### src/rtl/muldiv_if.sv
// muldiv_if: request/response bundle between core control path and muldiv_sequencer.
// Signals: req_valid, funct3, op_a, op_b, kill (core->unit); stall, resp_valid, result (unit->core).
interface muldiv_if #(
  parameter int WIDTH = 32
);
  logic             req_valid;
  logic [2:0]       funct3;
  logic [WIDTH-1:0] op_a;
  logic [WIDTH-1:0] op_b;
  logic             kill;
  logic             stall;
  logic             resp_valid;
  logic [WIDTH-1:0] result;

  modport master (
    output req_valid, funct3, op_a, op_b, kill,
    input  stall, resp_valid, result
  );

  modport slave (
    input  req_valid, funct3, op_a, op_b, kill,
    output stall, resp_valid, result
  );
endinterface

### src/rtl/muldiv_sequencer.sv
// muldiv_sequencer: iterative radix-2 RV32M MUL/DIV/REM unit, WIDTH iterations per op.
// Ports: clk, reset_n (async low), bus (muldiv_if.slave). Option: MULDIV_CACHE_EN.
module muldiv_sequencer #(
  parameter int WIDTH = 32
) (
  input logic     clk,
  input logic     reset_n,
  muldiv_if.slave bus
);
  localparam int CNT_W = $clog2(WIDTH);

  localparam logic [1:0] IDLE = 2'd0;
  localparam logic [1:0] CALC = 2'd1;
  localparam logic [1:0] FIX  = 2'd2;
  localparam logic [1:0] DONE = 2'd3;

  localparam logic [CNT_W-1:0] LAST = CNT_W'(WIDTH - 1);
  localparam logic [WIDTH-1:0] MIN_NEG = {1'b1, {(WIDTH-1){1'b0}}};

  // div: low half = quotient, high half = remainder
  // mul: MUL takes low word, the rest take high word
  function automatic logic [WIDTH-1:0] sel(
    input logic [2:0]         f,
    input logic [2*WIDTH-1:0] v
  );
    if (f[2])
      return f[1] ? v[2*WIDTH-1:WIDTH] : v[WIDTH-1:0];
    else
      return (f[1:0] == 2'b00) ? v[WIDTH-1:0] : v[2*WIDTH-1:WIDTH];
  endfunction

  logic [1:0]         state_q;
  logic [CNT_W-1:0]   cnt_q;
  logic [2:0]         f3_q;
  logic               neg_a_q;
  logic               neg_b_q;
  logic [WIDTH-1:0]   mcand_q;
  logic [2*WIDTH-1:0] acc_q;
  logic [WIDTH-1:0]   rem_q;
  logic [WIDTH-1:0]   result_q;

  logic [2:0]       f3;
  logic             is_div;
  logic             sgn_a;
  logic             sgn_b;
  logic             neg_a;
  logic             neg_b;
  logic [WIDTH-1:0] mag_a;
  logic [WIDTH-1:0] mag_b;
  logic             div0;
  logic             ovf;
  logic             special;
  logic [WIDTH-1:0] spec_res;
  logic             accept;
  logic [2:0]       cls;
  logic             hit;
  logic [WIDTH-1:0] hit_res;

  assign f3 = bus.funct3;

  always_comb begin
    is_div = f3[2];
    sgn_a  = 1'b0;
    sgn_b  = 1'b0;
    unique case (1'b1)
      is_div: begin
        sgn_a = ~f3[0];
        sgn_b = ~f3[0];
      end
      (!is_div && f3[1:0] == 2'b10): begin
        sgn_a = 1'b1;
      end
      (!is_div && f3[1:0] == 2'b11): begin
        sgn_a = 1'b0;
      end
      default: begin
        sgn_a = 1'b1;
        sgn_b = 1'b1;
      end
    endcase
    neg_a = sgn_a & bus.op_a[WIDTH-1];
    neg_b = sgn_b & bus.op_b[WIDTH-1];
    // -MIN_NEG wraps to MIN_NEG, read as unsigned 2^(WIDTH-1)
    mag_a = neg_a ? -bus.op_a : bus.op_a;
    mag_b = neg_b ? -bus.op_b : bus.op_b;
    div0  = is_div && (bus.op_b == '0);
    ovf   = is_div && !f3[0] &&
            (bus.op_a == MIN_NEG) && (bus.op_b == '1);
    special = div0 || ovf;
    if (div0)
      spec_res = f3[1] ? bus.op_a : '1;
    else
      spec_res = f3[1] ? '0 : MIN_NEG;
    cls = {is_div, sgn_a, sgn_b};
  end

  assign accept = (state_q == IDLE) && bus.req_valid && !bus.kill;

  logic [WIDTH:0]     mul_sum;
  logic [WIDTH:0]     part;
  logic               div_ge;
  logic [WIDTH-1:0]   div_sub;
  logic [2*WIDTH-1:0] acc_step;
  logic [WIDTH-1:0]   rem_step;

  always_comb begin
    mul_sum = {1'b0, acc_q[2*WIDTH-1:WIDTH]} +
              {1'b0, (acc_q[0] ? mcand_q : '0)};
    part    = {rem_q, acc_q[WIDTH-1]};
    div_ge  = part >= {1'b0, mcand_q};
    div_sub = part[WIDTH-1:0] - mcand_q;
    if (f3_q[2]) begin
      acc_step = {acc_q[2*WIDTH-1:WIDTH],
                  acc_q[WIDTH-2:0], div_ge};
      // a failed trial leaves part < divisor, so it fits WIDTH bits
      rem_step = div_ge ? div_sub : part[WIDTH-1:0];
    end else begin
      acc_step = {mul_sum, acc_q[WIDTH-1:1]};
      rem_step = rem_q;
    end
  end

  logic               flip;
  logic [2*WIDTH-1:0] prod;
  logic [WIDTH-1:0]   q_mag;
  logic [WIDTH-1:0]   quo;
  logic [WIDTH-1:0]   rmd;
  logic [2*WIDTH-1:0] v_fix;

  always_comb begin
    flip  = neg_a_q ^ neg_b_q;
    prod  = flip ? -acc_q : acc_q;
    q_mag = acc_q[WIDTH-1:0];
    quo   = flip ? -q_mag : q_mag;
    rmd   = neg_a_q ? -rem_q : rem_q;
    v_fix = f3_q[2] ? {rmd, quo} : prod;
  end

  always_ff @(posedge clk or negedge reset_n) begin
    if (!reset_n) begin
      state_q  <= IDLE;
      cnt_q    <= '0;
      f3_q     <= '0;
      neg_a_q  <= 1'b0;
      neg_b_q  <= 1'b0;
      mcand_q  <= '0;
      acc_q    <= '0;
      rem_q    <= '0;
      result_q <= '0;
    end else if (bus.kill) begin
      state_q <= IDLE;
      cnt_q   <= '0;
    end else begin
      unique case (state_q)
        IDLE: begin
          if (bus.req_valid) begin
            f3_q    <= f3;
            neg_a_q <= neg_a;
            neg_b_q <= neg_b;
            mcand_q <= mag_b;
            acc_q   <= {{WIDTH{1'b0}}, mag_a};
            rem_q   <= '0;
            cnt_q   <= '0;
            if (special) begin
              result_q <= spec_res;
              state_q  <= DONE;
            end else if (hit) begin
              result_q <= hit_res;
              state_q  <= DONE;
            end else begin
              state_q <= CALC;
            end
          end
        end
        CALC: begin
          acc_q <= acc_step;
          rem_q <= rem_step;
          cnt_q <= cnt_q + CNT_W'(1);
          if (cnt_q == LAST)
            state_q <= FIX;
        end
        FIX: begin
          result_q <= sel(f3_q, v_fix);
          state_q  <= DONE;
        end
        DONE: begin
          state_q <= IDLE;
        end
        default: begin
          state_q <= IDLE;
        end
      endcase
    end
  end

`ifdef MULDIV_CACHE_EN
  logic               c_valid;
  logic [WIDTH-1:0]   c_a;
  logic [WIDTH-1:0]   c_b;
  logic [2:0]         c_cls;
  logic [2*WIDTH-1:0] c_val;
  logic [WIDTH-1:0]   k_a;
  logic [WIDTH-1:0]   k_b;
  logic [2:0]         k_cls;
  logic [2*WIDTH-1:0] fix_q;
  logic               upd_q;

  assign hit = c_valid && (c_a == bus.op_a) &&
               (c_b == bus.op_b) && (c_cls == cls);
  assign hit_res = sel(f3, c_val);

  // entry is committed only when DONE survives without kill
  always_ff @(posedge clk or negedge reset_n) begin
    if (!reset_n) begin
      c_valid <= 1'b0;
      c_a     <= '0;
      c_b     <= '0;
      c_cls   <= '0;
      c_val   <= '0;
      k_a     <= '0;
      k_b     <= '0;
      k_cls   <= '0;
      fix_q   <= '0;
      upd_q   <= 1'b0;
    end else if (bus.kill) begin
      upd_q <= 1'b0;
    end else begin
      unique case (state_q)
        IDLE: begin
          upd_q <= 1'b0;
          if (bus.req_valid && !special && !hit) begin
            k_a   <= bus.op_a;
            k_b   <= bus.op_b;
            k_cls <= cls;
          end
        end
        FIX: begin
          fix_q <= v_fix;
          upd_q <= 1'b1;
        end
        DONE: begin
          upd_q <= 1'b0;
          if (upd_q) begin
            c_valid <= 1'b1;
            c_a     <= k_a;
            c_b     <= k_b;
            c_cls   <= k_cls;
            c_val   <= fix_q;
          end
        end
        default: begin
        end
      endcase
    end
  end
`else
  assign hit     = 1'b0;
  assign hit_res = '0;
`endif

  assign bus.stall = accept ||
    (!bus.kill && (state_q == CALC || state_q == FIX));
  assign bus.resp_valid = (state_q == DONE) && !bus.kill;
  assign bus.result = result_q;

endmodule

### src/flat_wrapper.sv
// flat-port wrapper written by rule: the top's interface ports become plain ports
module muldiv_sequencer_flat 
#(
  parameter int WIDTH = 32
)
  (clk, reset_n, bus_req_valid, bus_funct3, bus_op_a, bus_op_b, bus_kill, bus_stall, bus_resp_valid, bus_result);
  muldiv_if #(.WIDTH(WIDTH)) bus_i ();
  input logic clk;
  input logic reset_n;
  input wire logic [$bits(bus_i.req_valid)-1:0] bus_req_valid;
  input wire logic [$bits(bus_i.funct3)-1:0] bus_funct3;
  input wire logic [$bits(bus_i.op_a)-1:0] bus_op_a;
  input wire logic [$bits(bus_i.op_b)-1:0] bus_op_b;
  input wire logic [$bits(bus_i.kill)-1:0] bus_kill;
  output wire logic [$bits(bus_i.stall)-1:0] bus_stall;
  output wire logic [$bits(bus_i.resp_valid)-1:0] bus_resp_valid;
  output wire logic [$bits(bus_i.result)-1:0] bus_result;
  assign bus_i.req_valid = bus_req_valid;
  assign bus_i.funct3 = bus_funct3;
  assign bus_i.op_a = bus_op_a;
  assign bus_i.op_b = bus_op_b;
  assign bus_i.kill = bus_kill;
  assign bus_stall = bus_i.stall;
  assign bus_resp_valid = bus_i.resp_valid;
  assign bus_result = bus_i.result;
  muldiv_sequencer #(.WIDTH(WIDTH)) u_core (.clk(clk), .reset_n(reset_n), .bus(bus_i));
endmodule
### config.mk
export PLATFORM = sky130hd
export DESIGN_NAME = muldiv_sequencer_flat
export DESIGN_NICKNAME = d
export VERILOG_FILES = /design/src/rtl/muldiv_if.sv /design/src/rtl/muldiv_sequencer.sv /design/src/flat_wrapper.sv
export SDC_FILE = /design/constraint.sdc
export NUM_CORES = 1
export LEC_CHECK = 0
export CORE_MARGIN = 3
export CORE_UTILIZATION = 55
export DETAILED_ROUTE_END_ITERATION = 12
export GPL_TIMING_DRIVEN = 0
export MAX_ROUTING_LAYER = met4
export PLACE_DENSITY = 0.81
export SLEW_MARGIN = 20
export SYNTH_ARGS = -nofsm -noshare
export SYNTH_HDL_FRONTEND = slang
export SYNTH_SLANG_ARGS = --single-unit
### constraint.sdc
create_clock -name clk -period 8.32 [get_ports clk]
set_input_delay 1.248 -clock clk [delete_from_list [all_inputs] [get_ports clk]]
set_output_delay 1.248 -clock clk [all_outputs]
set_load 0.01 [all_outputs]
# After elaboration in Yosys (flattened, before gate mapping)
# Index checks and enable logic that the tools add are counted.
dict set report classes {
  n_addsub 8
  magnitude_cmp 1
  n_eq_ne 14
  n_mux 33
  bitwise_logic 5
  reduce_logical 30
}
# cell n
set op_table {}
lappend op_table {{32-bit two-way mux} 16}
lappend op_table {{64-bit two-way mux} 4}
lappend op_table {{32-bit negator} 4}
lappend op_table {{32-bit case mux with 2 select lines} 2}
lappend op_table {{64-bit case mux with 2 select lines} 1}
lappend op_table {{32-bit equality test (second input constant)} 2}
lappend op_table {{64-bit negator} 1}
lappend op_table {{32-bit by 32-bit adder with 33-bit output} 1}
lappend op_table {{33-bit by 32-bit >= comparator with 1-bit output} 1}
lappend op_table {{32-bit zero test} 1}
lappend op_table {{32-bit subtractor} 1}
lappend op_table {{4-bit AND reduction} 3}
lappend op_table {{1-bit logical AND} 10}
lappend op_table {{5-bit two-way mux} 2}
lappend op_table {{5-bit case mux with 2 select lines} 1}
lappend op_table {{2-bit equality test (second input constant)} 4}
lappend op_table {{2-bit two-way mux} 4}
lappend op_table {{2-bit case mux with 4 select lines} 1}
lappend op_table {{3-bit AND reduction} 2}
lappend op_table {{5-bit by 1-bit adder with 5-bit output (second input constant)} 1}
lappend op_table {{5-bit equality test (second input constant)} 1}
lappend op_table {{2-bit zero test} 2}
lappend op_table {{2-bit by 1-bit != test with 1-bit output (second input constant)} 2}
lappend op_table {{2-bit != test (second input constant)} 2}
lappend op_table {{other kinds (13)} 22}
dict set report word_totals {
  regBits 172
  inputBits 71
  output_inout_bits 34
  wordCells 101
}

# Logic depth before layout (Yosys ltp)
# Gate-level depths: netlist of the first run.
dict set report depth {
  depth_word 9
  ltp_mapped 14
  mapped_depth_nobuf 13
}

# Worst setup path after synthesis of the first run
# OpenSTA, ideal clock, no wires.
dict set report synth_path {
  kind {in2reg}
  from {in bus_op_a[0]}
  to {reg u_core.result_q[10] (netlist: u_core.bus.result[10])}
  setup_ns 0.125
  arrival_ns 4.213
  required_ns 8.195
  slack_ns 3.982
  stages 11
  path_cell_list {inv_1 > ha_1 > or4b_1 > or4b_4 > nand2b_4 > or4_4 > o41ai_2 > o21bai_1 > or2_1 > buf_6 > mux2_4}
}
dict set report synth_between {
  elab_chain_len 6
}
# item line
set synth_rtl {}
lappend synth_rtl {{start, declared} flat_wrapper.sv:12} ;# input wire logic [$bits(bus_i.op_a)-1:0] bus_op_a;
lappend synth_rtl {{32-bit equality test} muldiv_sequencer.sv:88} ;# (bus.op_a == MIN_NEG) && (bus.op_b == '1);
lappend synth_rtl {{1-bit logical AND} muldiv_sequencer.sv:87} ;# ovf = is_div && !f3[0] &&
lappend synth_rtl {{1-bit logical AND} muldiv_sequencer.sv:88}
lappend synth_rtl {{1-bit logical OR} muldiv_sequencer.sv:89} ;# special = div0 || ovf;
lappend synth_rtl {{2-bit by 1-bit != test with 1-bit output (no line)} -}
lappend synth_rtl {{4-bit AND reduction (no line)} -}
lappend synth_rtl {{end signal, assigned} muldiv_sequencer.sv:165} ;# result_q <= spec_res;
lappend synth_rtl {{end signal, assigned} muldiv_sequencer.sv:168} ;# result_q <= hit_res;
lappend synth_rtl {{end signal, assigned} muldiv_sequencer.sv:183} ;# result_q <= sel(f3_q, v_fix);
lappend synth_rtl {{end, declared} muldiv_sequencer.sv:40} ;# logic [WIDTH-1:0] result_q;
# Every way passes these cells.
# A chain may end at the register's enable or synchronous reset.

# Final worst setup path of the first run
dict set report layout_path {
  from {in bus_req_valid}
  to {out bus_stall}
}
dict set report layout_between {
  elab_chain_len 3
}
# item line
set layout_rtl {}
lappend layout_rtl {{start, declared} flat_wrapper.sv:10} ;# input wire logic [$bits(bus_i.req_valid)-1:0] bus_req_valid;
lappend layout_rtl {{1-bit logical AND (2 in series)} muldiv_sequencer.sv:97} ;# assign accept = (state_q == IDLE) && bus.req_valid && !bus.kill;
lappend layout_rtl {{1-bit logical OR} muldiv_sequencer.sv:261} ;# assign bus.stall = accept ||
lappend layout_rtl {{end, declared} flat_wrapper.sv:15} ;# output wire logic [$bits(bus_i.stall)-1:0] bus_stall;
# Every way passes these cells.

==> results.py, run 1 <==
metrics = {
    "outcome": {
        "status": "finished clean",
    },
    "die": {
        "rows": 60,
        "coreArea_sq_um": 27250,
        "die-height_um": 173.3,
        "initial_core_util_pct": 56.50,
        "die_x_um": 173.3,
        "io-pin-count": 105,
        "dieArea_sq_um": 30040,
    },
    "setup_path": {
        "crit_buf_inv": 4,
        "worstPathCellList": "clkdlybuf4s50_1, nand3b_1, clkbuf_1, clkbuf_1, o21ai_0, clkdlybuf4s50_1",
        "cpPeakStageDelay_ns": 0.57,
        "crit_required_ns": 7.07,
        "cp_data_arrival_time_ns": 3.73,
        "startpoint_type": "primary input",
        "crit_fanout": 10,
        "slowest_stage": "clkbuf_1",
        "cp_top_family": "buffers and inverters",
        "critical_path_class": "in -> out",
        "crit_path_end_kind": "output port",
    },
    "cts": {
        "clk_latency_ns": 0.46,
        "cts_tree": "yes",
        "cts_resized": 0,
        "clkTransAtPathRegs_ns": 0.06,
        "cts_hold_buf": 0,
        "cts_root_buf": "clkbuf_16",
        "clk_path_buf_depth": 2,
        "cts_buffers": 17,
        "clock_sink_count": 172,
        "htree_levels": 4,
        "cts_setup_buffers": 0,
    },
    "power_and_ir_drop": {
        "p_clk_share_pct": 13.2,
        "p_leak_nw": 7.516,
        "internal-power_mw": 2.814,
        "ir_drop_mv": 0.1807,
        "netSwitchingPower_mw": 3.250,
        "p_total_mw": 6.064,
        "pwr_density_cell_nw_per_um2": 346.9,
        "p_comb_share_pct": 63.0,
        "power_switching_share_pct": 53.59,
        "seqPwrFrac_pct": 23.9,
    },
    "route": {
        "viasPerCell": 6.541,
        "drc": 0,
        "first_iter_violations": 1855,
        "drt_pass1_iterations": 6,
        "wl_per_cell_um": 23.79,
        "routed_wl_um": 60280,
        "vias": 16575,
        "ant_nets": 0,
    },
    "placed_design": {
        "dp_cells": 2503,
        "place_congestion": 1.046,
        "numPortBuffers": 102,
        "place_hpwl_um": 47720,
    },
    "cells_and_area": {
        "num-nets-final": 2298,
        "final_util_pct": 64.15,
        "area_delta_synth_final_pct": 13.53,
        "drive_above_1_share_pct": 3.191,
        "nFillCells": 2482,
        "final_cells": 2534,
        "diodes": 0,
    },
    "grt": {
        "grt_pass1_wl_um": 92160,
        "grt_pass1_vias": 15653,
        "overflow": 0,
        "grt_max_degree": 98,
        "gr-usage-all-layers_pct": 40.51,
        "antenna_found_initial": 1,
    },
    "timing": {
        "slew_viol_final": 0,
        "period_needed_ns": 4.976,
        "skew_ns": 0.01546,
        "rsz0062_at_grt": "false",
        "holdWs_ns": 0.4786,
        "fmax_ghz": 0.2010,
        "slew_headroom_pct": 22.79,
        "final-setup-viol-count": 0,
        "fin_crit_sh_pct": 59.81,
        "hold_viol": 0,
        "worst_slew_pin_slew_ns": 1.154,
    },
    "synthesis": {
        "synthCells": 2028,
        "ys.flop_type": "dfrtp_1",
        "syn_nets": 2176,
        "async_reset_ff_share_pct": 100.0,
        "syn_area_per_cell_sq_um": 7.592,
        "yosysWarnings": 0,
        "synth_area_sq_um": 15400,
        "ys_seq_area_share_pct": 27.95,
        "synth_cell_types": 75,
        "ys_ff_latch": 172,
        "synth_edf_count": 0,
    },
    "flow_run": {
        "max_cap_viol_count": 0,
    },
    "worst_hold_path": {
        "hold_path.class": "reg -> reg",
    },
}
metal layers:
metal / vias up / track usage [%] / routed length (um)
li1: 7506 / - / -
met1: 7888 / 50.00 / 23760
met2: 971 / 63.51 / 27230
met3: 210 / 5.869 / 5092
met4: 0 / 23.48 / 4194
met5: - / - / 0
cells in the final DEF, fill, tap and decap left out, types with 21 or more instances in the layout:
cell and n:
o211ai_1 22, clkbuf_1 107, a21o_1 27, o21ai_1 28
dfrtp_1 172, xnor2_1 111, nor2_1 152, mux2i_1 54
nor3_1 42, o31ai_1 29, a31oi_1 21, nand2_1 302
clkdlybuf4s50_1 101, nand3_1 31, inv_1 97, a21oi_1 142
o21ai_0 227, ha_1 75, xor2_1 71
worst paths after layout:
kind                                    start               endpoint  slack (ns)  depth (start not counted)
min in group asynchronous             reset_n        u_core.acc_q[9]        0.74                          1
min                        u_core.mcand_q[28]     u_core.mcand_q[28]        0.48                          2
max reg2reg                   u_core.acc_q[0]  u_core.bus.result[28]        3.38                         12
min reg2reg                u_core.mcand_q[28]     u_core.mcand_q[28]        0.48                          2
max in group asynchronous             reset_n     u_core.mcand_q[28]        6.64                          2
max                             bus_req_valid              bus_stall        3.34                          6
through the flow:
stage          setup WS (ns)  TNS (ns)  cell area [sq um]
5_1_grt                3.265         0              17480
4_1_cts                3.426         0              17480
3_5_place_dp           3.060         0              16920
3_3_place_gp          -1.199   -201.94              16880
6_report               3.344         0              17480
2_1_floorplan          3.982         0              15400
worst min-delay path, delay by kind of cell (launching register included):
family,cells,cell delay (ns)
flops,1,0.34
compound gates,1,0.06
simple gates,1,0.05
cells by family after synthesis:
| family | count (synthesis) | share of synthesized area (%) |
|---|---|---|
| buf+inv | 214 | 5.298 |
| simple gates | 684 | 20.52 |
| xor+xnor | 183 | 10.41 |
| compound gates | 634 | 25.08 |
| fa+ha+maj | 77 | 6.355 |
| mux | 64 | 4.388 |
| flops | 172 | 27.95 |
power by group through the flow:
stage          logic (mW)  registers [mW]  clock network, mW
2_1_floorplan        2.45            1.35                  0
3_3_place_gp         3.63            1.43                  0
3_5_place_dp         3.69            1.44                  0
4_1_cts              3.71            1.43              0.798
5_1_grt              4.10            1.47              0.834
6_report             3.82            1.45              0.798
synthesized netlist by cell type (14+ instances only):
cell type  count  area (sq um)
a31oi_1       21         131.4
xnor2_1      112         980.9
o21ai_1       28         140.1
o221ai_1      20         175.2
clkbuf_1     107         401.6
o21ai_0      227          1136
inv_1         97         364.1
nand2_1      302          1134
nor2_1       152         570.6
nor2b_1       14         87.58
o31ai_1       29         217.7
a211oi_1      16         120.1
nor3_1        42         210.2
dfrtp_1      172          4304
o211ai_1      22         165.2
a21oi_1      142         710.7
o41ai_1       18         157.7
or4_1         18         135.1
nand4_1       18         112.6
xor2_1        71         621.9
mux2i_1       54         540.5
nand3_1       31         155.2
nand2b_1      20         125.1
nor4_1        19         118.9
a21o_1        27         202.7
ha_1          75         938.4
state kept, by name (all words and copies together), names as in the netlist:
signal             flops
u_core.f3_q            3
u_core.neg_b_q         1
u_core.mcand_q        32
u_core.state_q         2
u_core.acc_q          64
u_core.cnt_q           5
u_core.rem_q          32
u_core.neg_a_q         1
u_core.bus.result     32
cell type report:
class	count	area, sq um	share of cell area [%]
buffer	117	451.7	2.584
multi-input combinational	1642	10280	58.84
clock inverter	12	103.9	0.5941
inverter	97	364.1	2.083
sequential	172	4304	24.62
timing repair buffer	103	1054	6.027
clock buffer	19	452.9	2.591
tap	372	465.4	2.663
No activity file was read; power rests on OpenSTA's default activity.
==> run 2, diff against run 1 <==
==> constraint.sdc (replaced) <==
create_clock -name clk -period 4.8 [get_ports clk]
set_input_delay 0.72 -clock clk [delete_from_list [all_inputs] [get_ports clk]]
set_output_delay 0.72 -clock clk [all_outputs]
set_load 0.01 [all_outputs]
==> results.py, run 2 (synthesized netlist as in run 1, its figures left out) <==
metrics = {
    "timing": {
        "holdWs_ns": 0.2103,
        "slew_viol_final": 0,
        "worst_slew_pin_slew_ns": 1.166,
        "period_needed_ns": 4.451,
        "skew_ns": 0.01750,
        "setup_tns_ns": 0,
        "slew_headroom_pct": 22.03,
        "rsz0062_at_grt": "false",
        "fmax_ghz": 0.2247,
        "hold_viol": 0,
        "fin_crit_sh_pct": 92.73,
        "final-setup-viol-count": 0,
        "fin_ws_ns": 0.3489,
    },
    "route": {
        "drc": 0,
        "drt_pass1_iterations": 6,
        "wl_per_cell_um": 23.77,
        "routed_wl_um": 60230,
        "viasPerCell": 6.536,
        "ant_nets": 0,
        "vias": 16562,
        "first_iter_violations": 1996,
    },
    "power_and_ir_drop": {
        "netSwitchingPower_mw": 5.624,
        "p_clk_share_pct": 13.2,
        "p_total_mw": 10.50,
        "ir_drop_mv": 0.3139,
        "seqPwrFrac_pct": 23.8,
        "p_leak_nw": 7.519,
        "pwr_density_cell_nw_per_um2": 600.6,
        "internal-power_mw": 4.879,
        "p_comb_share_pct": 63.0,
        "power_switching_share_pct": 53.55,
    },
    "setup_path": {
        "r2r_cells": 10,
        "critical_path_class": "reg -> reg",
        "crit_required_ns": 5.12,
        "cpPeakStageDelay_ns": 0.84,
        "crit_fanout": 10,
        "crit_path_end_kind": "flip-flop",
        "startpoint_type": "flip-flop",
        "slowest_stage": "nor4_1",
        "worstPathCellList": "clkbuf_1, or4_1, nor4_1, nand3b_1, nor4_1, clkbuf_1, mux2i_1, o21ai_0, a21oi_1, o21ai_1",
        "cp_data_arrival_time_ns": 4.77,
    },
    "placed_design": {
        "pre_cts_ws_ns": 0.06760,
        "numPortBuffers": 102,
        "place_hpwl_um": 47720,
        "place_congestion": 1.046,
    },
    "grt": {
        "grt_pass1_vias": 15653,
        "grt_max_degree": 98,
        "gr-usage-all-layers_pct": 40.51,
        "grt_pass1_wl_um": 92160,
        "overflow": 0,
        "antenna_found_initial": 1,
    },
    "cts": {
        "clk_path_buf_depth": 2,
        "htree_levels": 4,
        "cts_buffers": 17,
        "clock_sink_count": 172,
        "cts_tree": "yes",
        "clk_latency_ns": 0.46,
        "cts_root_buf": "clkbuf_16",
        "cts_hold_buf": 0,
        "clkTransAtPathRegs_ns": 0.08,
    },
    "cells_and_area": {
        "area_delta_synth_final_pct": 13.58,
        "final_common_cell": "nand2_1",
        "num-nets-final": 2298,
        "drive_above_1_share_pct": 3.284,
        "diodes": 0,
        "nFillCells": 2480,
        "final_util_pct": 64.17,
        "regMostFlops": "u_core.acc_q",
        "largest_register_ffs": 64,
        "layout_common_cells": "nand2_1 (302), o21ai_0 (227), dfrtp_1 (172)",
    },
    "die": {
        "die-height_um": 173.3,
        "initial_core_util_pct": 56.50,
        "die_x_um": 173.3,
        "dieArea_sq_um": 30040,
        "coreArea_sq_um": 27250,
        "rows": 60,
        "io-pin-count": 105,
    },
    "outcome": {
        "status": "finished clean",
    },
    "flow_run": {
        "max_cap_viol_count": 0,
    },
    "worst_hold_path": {
        "hold_path.class": "in -> async",
    },
}
[run 2: layout make-up]
cell class	count	area (sq um)	area share, %
clock buffer	19	452.9	2.590
timing repair buffer	103	1054	6.024
multi-input combinational	1642	10290	58.85
buffer	117	452.9	2.590
sequential	172	4304	24.61
clock inverter	12	103.9	0.5938
tap	372	465.4	2.662
inverter	97	364.1	2.082
[run 2: worst max-delay path, delay by kind of cell (launching register included)]
| kind | cells | cell delay (ns) |
|---|---|---|
| simple gates | 4 | 2.48 |
| buf+inv | 2 | 0.68 |
| compound gates | 3 | 0.57 |
| flops | 1 | 0.36 |
| mux | 1 | 0.22 |
[run 2: timing repair]
item	4_1_cts	5_1_grt
setup endpoints to repair	0	3
gates resized for setup	0	3
buffers inserted	0	0
[run 2: worst paths after layout]
check | start | endpoint | slack, ns
hold / removal | reset_n | u_core.acc_q[9] | 0.21
setup reg to reg | u_core.acc_q[20] | u_core.bus.result[19] | 0.35
setup / recovery | u_core.acc_q[20] | u_core.bus.result[19] | 0.35
max in group asynchronous | reset_n | u_core.mcand_q[28] | 3.65
hold reg to reg | u_core.mcand_q[26] | u_core.mcand_q[26] | 0.48
min in group clk | u_core.mcand_q[26] | u_core.mcand_q[26] | 0.48
[run 2: power by group through the flow]
stage	registers [mW]	clock network, mW	logic, mW
6_report	2.50	1.38	6.61
5_1_grt	2.55	1.45	7.12
4_1_cts	2.47	1.38	6.44
3_5_place_dp	2.50	0	6.40
3_3_place_gp	2.48	0	6.30
2_1_floorplan	2.34	0	4.24
[run 2: through the flow]
stage	std cells	area, sq um
after floorplan	2028	15400
after global placement	2502	16880
after detailed placement	2503	16920
after CTS	2534	17480
after global routing	2534	17490
final	2534	17490
[run 2: per-layer routing]
layer,vias up,track usage (%),wire length [um]
met4,0,23.48,4295
met2,962,63.51,27170
met5,-,-,0
met3,222,5.869,5003
li1,7510,-,-
met1,7868,50.00,23760
==> run 3, diff against run 2 <==
--- a/config.mk
+++ b/config.mk
@@ -5,8 +5,8 @@
 export SDC_FILE = /design/constraint.sdc
 export NUM_CORES = 1
 export LEC_CHECK = 0
-export CORE_MARGIN = 3
 export CORE_UTILIZATION = 55
+export CTS_CLUSTER_DIAMETER = 100
 export DETAILED_ROUTE_END_ITERATION = 12
 export GPL_TIMING_DRIVEN = 0
 export MAX_ROUTING_LAYER = met4
==> results.py, run 3 (synthesized netlist as in run 1, its figures left out) <==
metrics = {
    "timing": {
        "period_needed_ns": 4.681,
        "fin_ws_ns": 0.1191,
        "fmax_ghz": 0.2136,
        "fin_crit_sh_pct": 97.52,
        "skew_ns": 0.01834,
        "slew_headroom_pct": 25.17,
        "slew_viol_final": 0,
        "rsz0062_at_grt": "false",
        "worst_slew_pin_slew_ns": 1.119,
        "final-setup-viol-count": 0,
        "hold_viol": 0,
        "setup_tns_ns": 0,
    },
    "cts": {
        "clk_latency_ns": 0.46,
        "cts_hold_buf": 0,
        "cts_tree": "yes",
        "cts_root_buf": "clkbuf_16",
        "clk_path_buf_depth": 2,
        "htree_levels": 4,
        "cts_resized": 0,
        "cts_setup_buffers": 0,
        "cts_buffers": 17,
        "clkTransAtPathRegs_ns": 0.09,
        "clock_sink_count": 172,
    },
    "die": {
        "io-pin-count": 105,
        "initial_core_util_pct": 56.66,
        "rows": 60,
        "dieArea_sq_um": 28670,
        "coreArea_sq_um": 27180,
        "die_x_um": 169.3,
        "die-height_um": 169.3,
    },
    "grt": {
        "antenna_found_initial": 1,
        "grt_pass1_wl_um": 92070,
        "grt_pass1_vias": 15755,
        "overflow": 0,
        "grt_max_degree": 94,
        "gr-usage-all-layers_pct": 44.18,
    },
    "route": {
        "drt_pass1_iterations": 8,
        "first_iter_violations": 1988,
        "routed_wl_um": 60680,
        "drc": 0,
        "ant_nets": 0,
        "wl_per_cell_um": 23.92,
        "viasPerCell": 6.545,
        "vias": 16605,
    },
    "setup_path": {
        "rr_endpoint": "u_core.bus.result[28]",
        "rrSetupSlack_ns": 0.12,
        "crit_fanout": 10,
        "r2r-start": "u_core.acc_q[20]",
        "crit_path_end_kind": "flip-flop",
        "crit_required_ns": 5.12,
        "startpoint_type": "flip-flop",
        "cp_data_arrival_time_ns": 5.00,
        "critical_path_class": "reg -> reg",
        "r2r_cells": 10,
    },
    "cells_and_area": {
        "num-nets-final": 2298,
        "regMostFlops": "u_core.acc_q",
        "drive_above_1_share_pct": 3.282,
        "largest_register_ffs": 64,
        "final_common_cell": "nand2_1",
        "layout_common_cells": "nand2_1 (302), o21ai_0 (227), dfrtp_1 (172)",
        "final_util_pct": 64.54,
        "area_delta_synth_final_pct": 13.92,
        "final_cells": 2537,
    },
    "flow_run": {
        "max_cap_viol_count": 0,
    },
    "worst_hold_path": {
        "hold_path.class": "in -> async",
    },
    "placed_design": {
        "pre_cts_ws_ns": -0.04636,
        "place_hpwl_um": 48180,
        "dp_cells": 2503,
        "place_congestion": 1.082,
        "numPortBuffers": 102,
    },
    "power_and_ir_drop": {
        "ir_drop_mv": 0.3895,
        "pwr_density_cell_nw_per_um2": 608.1,
        "p_leak_nw": 7.535,
        "p_total_mw": 10.67,
    },
    "outcome": {
        "status": "finished clean",
    },
}
==> run 3: cell types whose count changed in the layout (fill, tap and decap cells not counted), sizes merged <==
cell and change:
diode +2, clkbuf -2, clkinv +3
==> run 3: final cells by class <==
cell class                 count  area (sq um)
fill                        2401          9635
antenna                        2         5.005
clock inverter                15         185.2
clock buffer                  17         425.4
tap                          372         465.4
multi-input combinational   1642         10280
sequential                   172          4304
timing repair buffer         103          1054
inverter                      97         364.1
buffer                       117         452.9
==> run 3: report_power, final <==
part           switching [mW]  internal, mW  leakage [nW]
Clock                   0.763         0.711         0.293
Sequential              0.586          1.92          2.28
Combinational            4.43          2.25          4.96
==> run 3: worst max-delay path, cell delays in order (launching register included) <==
cell and delay [ns]:
dfrtp_1 0.36, clkbuf_1 0.21, or4_1 0.52, nor4_1 0.69, nand3b_1 0.53, or2_1 0.46, nor4_1 0.65, or3_1 0.20
a21oi_1 0.12, a211oi_1 0.68, o31ai_1 0.12
==> run 3: worst max-delay path by stage <==
stage                          start                     to  slack, ns  cells past startpoint
floorplan                bus_op_a[0]  u_core.bus.result[10]       0.99                     11
global placement             reset_n       u_core.acc_q[52]      -3.98                      1
detailed placement       bus_op_a[0]  u_core.bus.result[19]      -0.05                     14
CTS                  u_core.acc_q[0]  u_core.bus.result[28]       0.06                     12
global route         u_core.acc_q[0]       u_core.acc_q[62]       0.06                     13
finish              u_core.acc_q[20]  u_core.bus.result[28]       0.12                     10
==> run 3: metrics by stage <==
step	cell area (sq um)	hold WS [ns]
2_1_floorplan	15400	0.4244
3_3_place_gp	16880	0.4623
3_5_place_dp	16920	0.4706
4_1_cts	17530	0.3045
5_1_grt	17540	0.3185
6_report	17540	0.2479
==> run 3: per-layer routing <==
metal,vias up,share of wire (%),global-route usage (%)
met3,236,8.5,6.343
met1,7847,38,52.58
met5,-,0,-
met4,0,7.7,29.85
li1,7516,-,-
met2,1006,45,69.67
